[src/rtl/cp0_exc_unit_pkg.sv]
// Shared definitions for the CP0 / exception responder:
//   - CP0 register indices (SR, Cause, EPC, PRId)
//   - ExcCode constants
//   - SR / Cause field bit positions
//   - handler FSM state type
package cp0_exc_unit_pkg;

    localparam logic [4:0] CP0_SR    = 5'd12;
    localparam logic [4:0] CP0_CAUSE = 5'd13;
    localparam logic [4:0] CP0_EPC   = 5'd14;
    localparam logic [4:0] CP0_PRID  = 5'd15;

    localparam logic [4:0] EXC_INT  = 5'd0;
    localparam logic [4:0] EXC_ADEL = 5'd4;
    localparam logic [4:0] EXC_ADES = 5'd5;
    localparam logic [4:0] EXC_RI   = 5'd10;
    localparam logic [4:0] EXC_OV   = 5'd12;

    // SR fields
    localparam int unsigned SR_IE     = 0;
    localparam int unsigned SR_EXL    = 1;
    localparam int unsigned SR_IM_LO  = 10;
    localparam int unsigned SR_IM_HI  = 15;
    // Cause fields
    localparam int unsigned CAUSE_EXC_LO = 2;
    localparam int unsigned CAUSE_EXC_HI = 6;
    localparam int unsigned CAUSE_IP_LO  = 10;
    localparam int unsigned CAUSE_IP_HI  = 15;
    localparam int unsigned CAUSE_BD     = 31;

    typedef enum logic {
        ST_NORMAL     = 1'b0,
        ST_IN_HANDLER = 1'b1
    } exc_state_t;

endpackage

[src/rtl/cp0_exc_unit_arb.sv]
// Combinational arbitration between interrupts and exceptions.
// Ports:
//   hw_int        in  6   external interrupt lines
//   sr_im         in  6   interrupt mask
//   sr_ie         in  1   global interrupt enable
//   sr_exl        in  1   exception level (in handler)
//   exc_code      in  5   pending exception code, 0 = none
//   pc            in  32  PC of M-stage instruction
//   bd            in  1   instruction is in a delay slot
//   int_pend      out 1   interrupt will be taken
//   exc_pend      out 1   exception will be taken
//   exc_code_nxt  out 5   ExcCode to latch into Cause
//   epc_nxt       out 32  word-aligned return address
import cp0_exc_unit_pkg::*;

module cp0_exc_arb (
    input  logic [5:0]  hw_int,
    input  logic [5:0]  sr_im,
    input  logic        sr_ie,
    input  logic        sr_exl,
    input  logic [4:0]  exc_code,
    input  logic [31:0] pc,
    input  logic        bd,
    output logic        int_pend,
    output logic        exc_pend,
    output logic [4:0]  exc_code_nxt,
    output logic [31:0] epc_nxt
);

    logic [31:0] pc_adj;

    always_comb begin
        int_pend     = (|(hw_int & sr_im)) & sr_ie & ~sr_exl;
        exc_pend     = (exc_code != EXC_INT) & ~sr_exl;
        // interrupt wins over a simultaneous exception
        exc_code_nxt = int_pend ? EXC_INT : exc_code;
        // delay-slot instructions return to the branch; modulo-2^32 wrap is intended
        pc_adj       = bd ? (pc - 32'd4) : pc;
        epc_nxt      = {pc_adj[31:2], 2'b00};
    end

endmodule

[src/rtl/cp0_exc_unit.sv]
// Coprocessor-0 register file and exception responder (M stage).
// Ports:
//   iclk, irst_n  clock, async active-low reset
//   iA1           mfc0 read index           oDout      mfc0 read data
//   iA2, iDin     mtc0 index / data          iCP0_WE    mtc0 enable
//   iEXLClr       eret in M stage            iPC, iBD   M-stage PC / delay-slot flag
//   iExcCode      pending exception code     iHWInt     interrupt lines
//   oIntReq       flush + redirect request   oHandlerPC handler address
//   oEPC          return address for eret
import cp0_exc_unit_pkg::*;

module cp0_exc_unit #(
    parameter logic [31:0] HANDLER_PC = 32'h0000_4180,
    parameter logic [31:0] PRID_VAL   = 32'h0000_0000
) (
    input  logic        iclk,
    input  logic        irst_n,
    input  logic [4:0]  iA1,
    input  logic [4:0]  iA2,
    input  logic [31:0] iDin,
    input  logic        iCP0_WE,
    input  logic        iEXLClr,
    input  logic [31:0] iPC,
    input  logic        iBD,
    input  logic [4:0]  iExcCode,
    input  logic [5:0]  iHWInt,
    output logic        oIntReq,
    output logic [31:0] oHandlerPC,
    output logic [31:0] oEPC,
    output logic [31:0] oDout
);

    exc_state_t  state, state_nxt;
    logic [5:0]  sr_im;
    logic        sr_ie;
    logic        sr_exl;
    logic        cause_bd;
    logic [5:0]  cause_ip;
    logic [4:0]  cause_exc;
    logic [31:0] epc;

    logic        int_pend, exc_pend, take;
    logic [4:0]  exc_code_nxt;
    logic [31:0] epc_nxt;
    logic        wr_sr, wr_epc;
    logic [31:0] sr_word, cause_word;

    // SR.EXL is the FSM state itself, so it cannot drift from the handler state
    assign sr_exl = (state == ST_IN_HANDLER);
    assign wr_sr  = iCP0_WE && (iA2 == CP0_SR);
    assign wr_epc = iCP0_WE && (iA2 == CP0_EPC);

    cp0_exc_arb u_arb (
        .hw_int       (iHWInt),
        .sr_im        (sr_im),
        .sr_ie        (sr_ie),
        .sr_exl       (sr_exl),
        .exc_code     (iExcCode),
        .pc           (iPC),
        .bd           (iBD),
        .int_pend     (int_pend),
        .exc_pend     (exc_pend),
        .exc_code_nxt (exc_code_nxt),
        .epc_nxt      (epc_nxt)
    );

    assign take       = int_pend | exc_pend;
    assign oIntReq    = take & irst_n;
    assign oHandlerPC = HANDLER_PC;
    assign oEPC       = wr_epc ? {iDin[31:2], 2'b00} : epc;

    // eret after an SR write: write lands first, then EXL is forced low
    always_comb begin
        state_nxt = state;
        if (take)
            state_nxt = ST_IN_HANDLER;
        else if (iEXLClr)
            state_nxt = ST_NORMAL;
        else if (wr_sr)
            state_nxt = iDin[SR_EXL] ? ST_IN_HANDLER : ST_NORMAL;
    end

    always_ff @(posedge iclk or negedge irst_n) begin
        if (!irst_n)
            state <= ST_NORMAL;
        else
            state <= state_nxt;
    end

    always_ff @(posedge iclk or negedge irst_n) begin
        if (!irst_n) begin
            sr_im     <= '0;
            sr_ie     <= 1'b0;
            cause_bd  <= 1'b0;
            cause_ip  <= '0;
            cause_exc <= '0;
            epc       <= '0;
        end else begin
            cause_ip <= iHWInt;
            if (take) begin
                // the mtc0 of the flushed instruction is dropped
                cause_exc <= exc_code_nxt;
                cause_bd  <= iBD;
                epc       <= epc_nxt;
            end else begin
                if (wr_sr) begin
                    sr_im <= iDin[SR_IM_HI:SR_IM_LO];
                    sr_ie <= iDin[SR_IE];
                end
                if (wr_epc)
                    epc <= {iDin[31:2], 2'b00};
            end
        end
    end

    always_comb begin
        sr_word                          = '0;
        sr_word[SR_IM_HI:SR_IM_LO]       = sr_im;
        sr_word[SR_EXL]                  = sr_exl;
        sr_word[SR_IE]                   = sr_ie;
        cause_word                       = '0;
        cause_word[CAUSE_BD]             = cause_bd;
        cause_word[CAUSE_IP_HI:CAUSE_IP_LO]   = cause_ip;
        cause_word[CAUSE_EXC_HI:CAUSE_EXC_LO] = cause_exc;
        case (iA1)
            CP0_SR:    oDout = sr_word;
            CP0_CAUSE: oDout = cause_word;
            CP0_EPC:   oDout = epc;
            CP0_PRID:  oDout = PRID_VAL;
            default:   oDout = '0;
        endcase
    end

endmodule

[config.mk]
export PLATFORM = sky130hd
export DESIGN_NAME = cp0_exc_unit
export DESIGN_NICKNAME = d
export VERILOG_FILES = /design/src/rtl/cp0_exc_unit_pkg.sv /design/src/rtl/cp0_exc_unit_arb.sv /design/src/rtl/cp0_exc_unit.sv
export SDC_FILE = /design/constraint.sdc
export NUM_CORES = 1
export LEC_CHECK = 0
export ABC_AREA = 1
export BUFFER_PORTS_ARGS = -buffer_cell sky130_fd_sc_hd__buf_2
export CORE_ASPECT_RATIO = 0.5
export CORE_MARGIN = 2
export CORE_UTILIZATION = 42
export DETAILED_ROUTE_END_ITERATION = 16
export MAX_ROUTING_LAYER = met4
export PLACE_DENSITY = 0.73
export SYNTH_ARGS = -nofsm -noshare
export SYNTH_HDL_FRONTEND = slang
export SYNTH_SLANG_ARGS = --single-unit
export TNS_END_PERCENT = 5
[constraint.sdc]
create_clock -name iclk -period 1.6 [get_ports iclk]
set_input_delay 0.08 -clock iclk [delete_from_list [all_inputs] [get_ports iclk]]
set_output_delay 0.08 -clock iclk [all_outputs]
set_load 0.01 [all_outputs]
==> impl_metrics.toml <==
[run_status]
status = "finished, final reports clean"

[logic_synthesis]
synth_edf_count = 0
postSynthAreaPerCell_um2 = 6.22
synth_top_area_share_pct = 32.5
synthAdderAreaFrac_pct = 0.312
synth.most_common_cell = "nand2_1"
ys_types = 30
synth_top_area_cell = "dfrtp_1"
synthTopCellsByArea = "dfrtp_1 (32%), nand2_1 (23%), nor2_1 (8.2%), buf_4 (7.1%), inv_1 (6.5%)"
synth-seq-cells = 52
ys_warn_count = 0
synthArstFlopShare_pct = 100
ys_seq_area_share_pct = 32.5
synth_cells = 644
synth_compound_area_share_pct = 5.59
synthMuxAreaShare_pct = 0
synth_top_family_by_area = "simple AND/OR/NAND/NOR gates"
synthSimpleGateAreaFrac_pct = 43.7
synthTopCellsByCount = "nand2_1 (250), nor2_1 (87), inv_1 (69)"
yosys.area_share.xor_xnor_pct = 1.75
syn_area_um2 = 4010
synth_ff_type = "dfrtp_1"

[route]
dr_total_vias = 4353
routedWlPerCell_um = 12.3
dr.pass1.iters = 5
ant_nets = 0
drt-vias-per-instance = 4.68
drc = 0
initialDrtViolationCount = 197
wl_um = 11400

[timing]
hold_viol_final = 0
period_share_pct = 95.1
period_minus_slack_ns = 1.52
slew_headroom_pct = 55.4
setup_viol = 0
rsz0062_at_grt = "yes"
fmax_mhz = 657
fin_skew_ns = 0.00984
fin_tns_setup_ns = 0
slew_viol_final = 0
worst_slew_pin_slew_ns = 0.669

[floorplanning]
die_w_um = 142
die_height_um = 73.1
core_area_um2 = 9350
die-area_um2 = 10400
start_util_pct = 42.8
ios = 187
std_cell_rows = 25

[final_layout]
fin_nets = 900
diodes = 0
drive_gt1_share_pct = 25.2
final_util_pct = 55.0
area.growth.synth_to_final_pct = 28.3

[worst_setup_path]
cp.required_ns = 1.52
reg2reg_slack_ns = 0.12
path_class = "flop to output pin"
arrival_ns = 1.44
endpoint_kind = "output pin"
startpoint_type = "flop"
cp_max_fo = 8

[power]
p_leak_uw = 0.00295
ir_worst_vdd_mv = 0.605
power_density_nw_per_um2 = 1210

[cts]
cts_buffers = 5
cts.root.buffer_cell = "clkbuf_16"
cts_tree = "yes"
htreeDepth = 2
cts.sinks = 52
insertion_delay_ns = 0.29
clk_pin_slew_worst_paths_ns = 0.07
clockBufferDepth = 2

[grt]
grt_pass1_vias = 3947
grt_first_pass_wirelength_um = 18000
grt_use_total_pct = 22.7
antenna_found_initial = 0
grt_max_degree = 53
grt_overflow = 0

[hold_path]
hold_path_class = "input port to flop"

[run]
maxCapViolations = 0

[placement]
portBuffers = 152
dp_hpwl_um = 9230
place.gp.congestion = 0.880
==> cells by family after synthesis <==
| kind of cell | after synthesis |
|---|---|
| XOR/XNOR | 8 |
| flip-flops | 52 |
| AO/OA/AOI/OAI | 42 |
| adder cells (fa/ha/maj) | 1 |
| buffers and inverters | 125 |
| AND/OR/NAND/NOR | 414 |
| other | 2 |
==> where the power goes <==
group	internal (uW)	switching, uW
Sequential	1830	236
Clock	745	477
Combinational	1160	1780
==> final cells by class <==
type,instances,area [um^2]
Fill cell,984,4210
Multi-Input combinational cell,497,2210
Sequential cell,52,1300
Timing Repair Buffer,179,1020
Inverter,74,290
Tap cell,121,151
Clock buffer,6,129
Clock inverter,2,38.8
==> final timing paths <==
path,end,from,depth (start not counted)
max,oIntReq,sr_im[3]$_DFFE_PN0P_,9
min,sr_ie$_DFFE_PN0P_,iDin[0],3
max reg2reg,epc[17]$_DFF_PN0_,sr_im[3]$_DFFE_PN0P_,11
min reg2reg,cause_exc[3]$_DFFE_PN0N_,cause_exc[3]$_DFFE_PN0N_,2
max in group asynchronous,epc[8]$_DFF_PN0_,irst_n,3
min in group asynchronous,cause_ip[0]$_DFF_PN0_,irst_n,3
==> layout by cell type, fill, tap and decap left out, drive strengths merged, types with 4 or more instances in the layout <==
cell         count
buf            171
clkbuf           6
conb            32
dfrtp           52
dlygate4sd3      8
inv             73
nand2          254
nand3           38
nand4           20
nor2            96
nor3             4
o21ai           38
xnor2            4
xor2             4
==> layer usage <==
layer	vias up	global-route usage (%)	routed length, um
li1	2255	-	-
met1	1958	27.8	5090
met2	134	39.5	5570
met3	6	4.40	670
met4	0	4.78	97
met5	-	-	0
==> through the flow <==
stage	cells	worst slack [ns]	area, um^2	power [uW]	hold slack (ns)
final	931	0.0788	5140	6220	0.0355
after global routing	931	-0.0109	5140	6750	0.0420
after CTS	927	0.00344	5100	6190	0.0301
after detailed placement	908	0.0530	4790	4770	0.203
after global placement	908	0.0925	4790	4700	0.205
after floorplan	674	0.317	4120	3840	-0.216
==> what timing repair did <==
item	in CTS	in global routing
buffers inserted	3	4
endpoints found under the setup margin	1	35
hold buffers	8	0
hold endpoints to repair	59	0
gates resized for setup	5	4
pin swaps	1	2
==> flip-flops by register name, summed over array words and instances, names as in the netlist <==
| name | flops |
|---|---|
| epc | 32 |
| cause_ip | 6 |
| sr_im | 6 |
| cause_exc | 5 |
| cause_bd | 1 |
| sr_exl | 1 |
| sr_ie | 1 |
==> critical path, cell delays in order (launching register included) <==
cell and delay, ns:
dfrtp_1 0.40, nand2_1 0.07, nand2_1 0.06, a21oi_2 0.12, nand2_2 0.08, nand3_4 0.09
nand2_8 0.10, inv_12 0.07, nor2_1 0.04, buf_2 0.13
No activity file was read; power rests on OpenSTA's default activity.
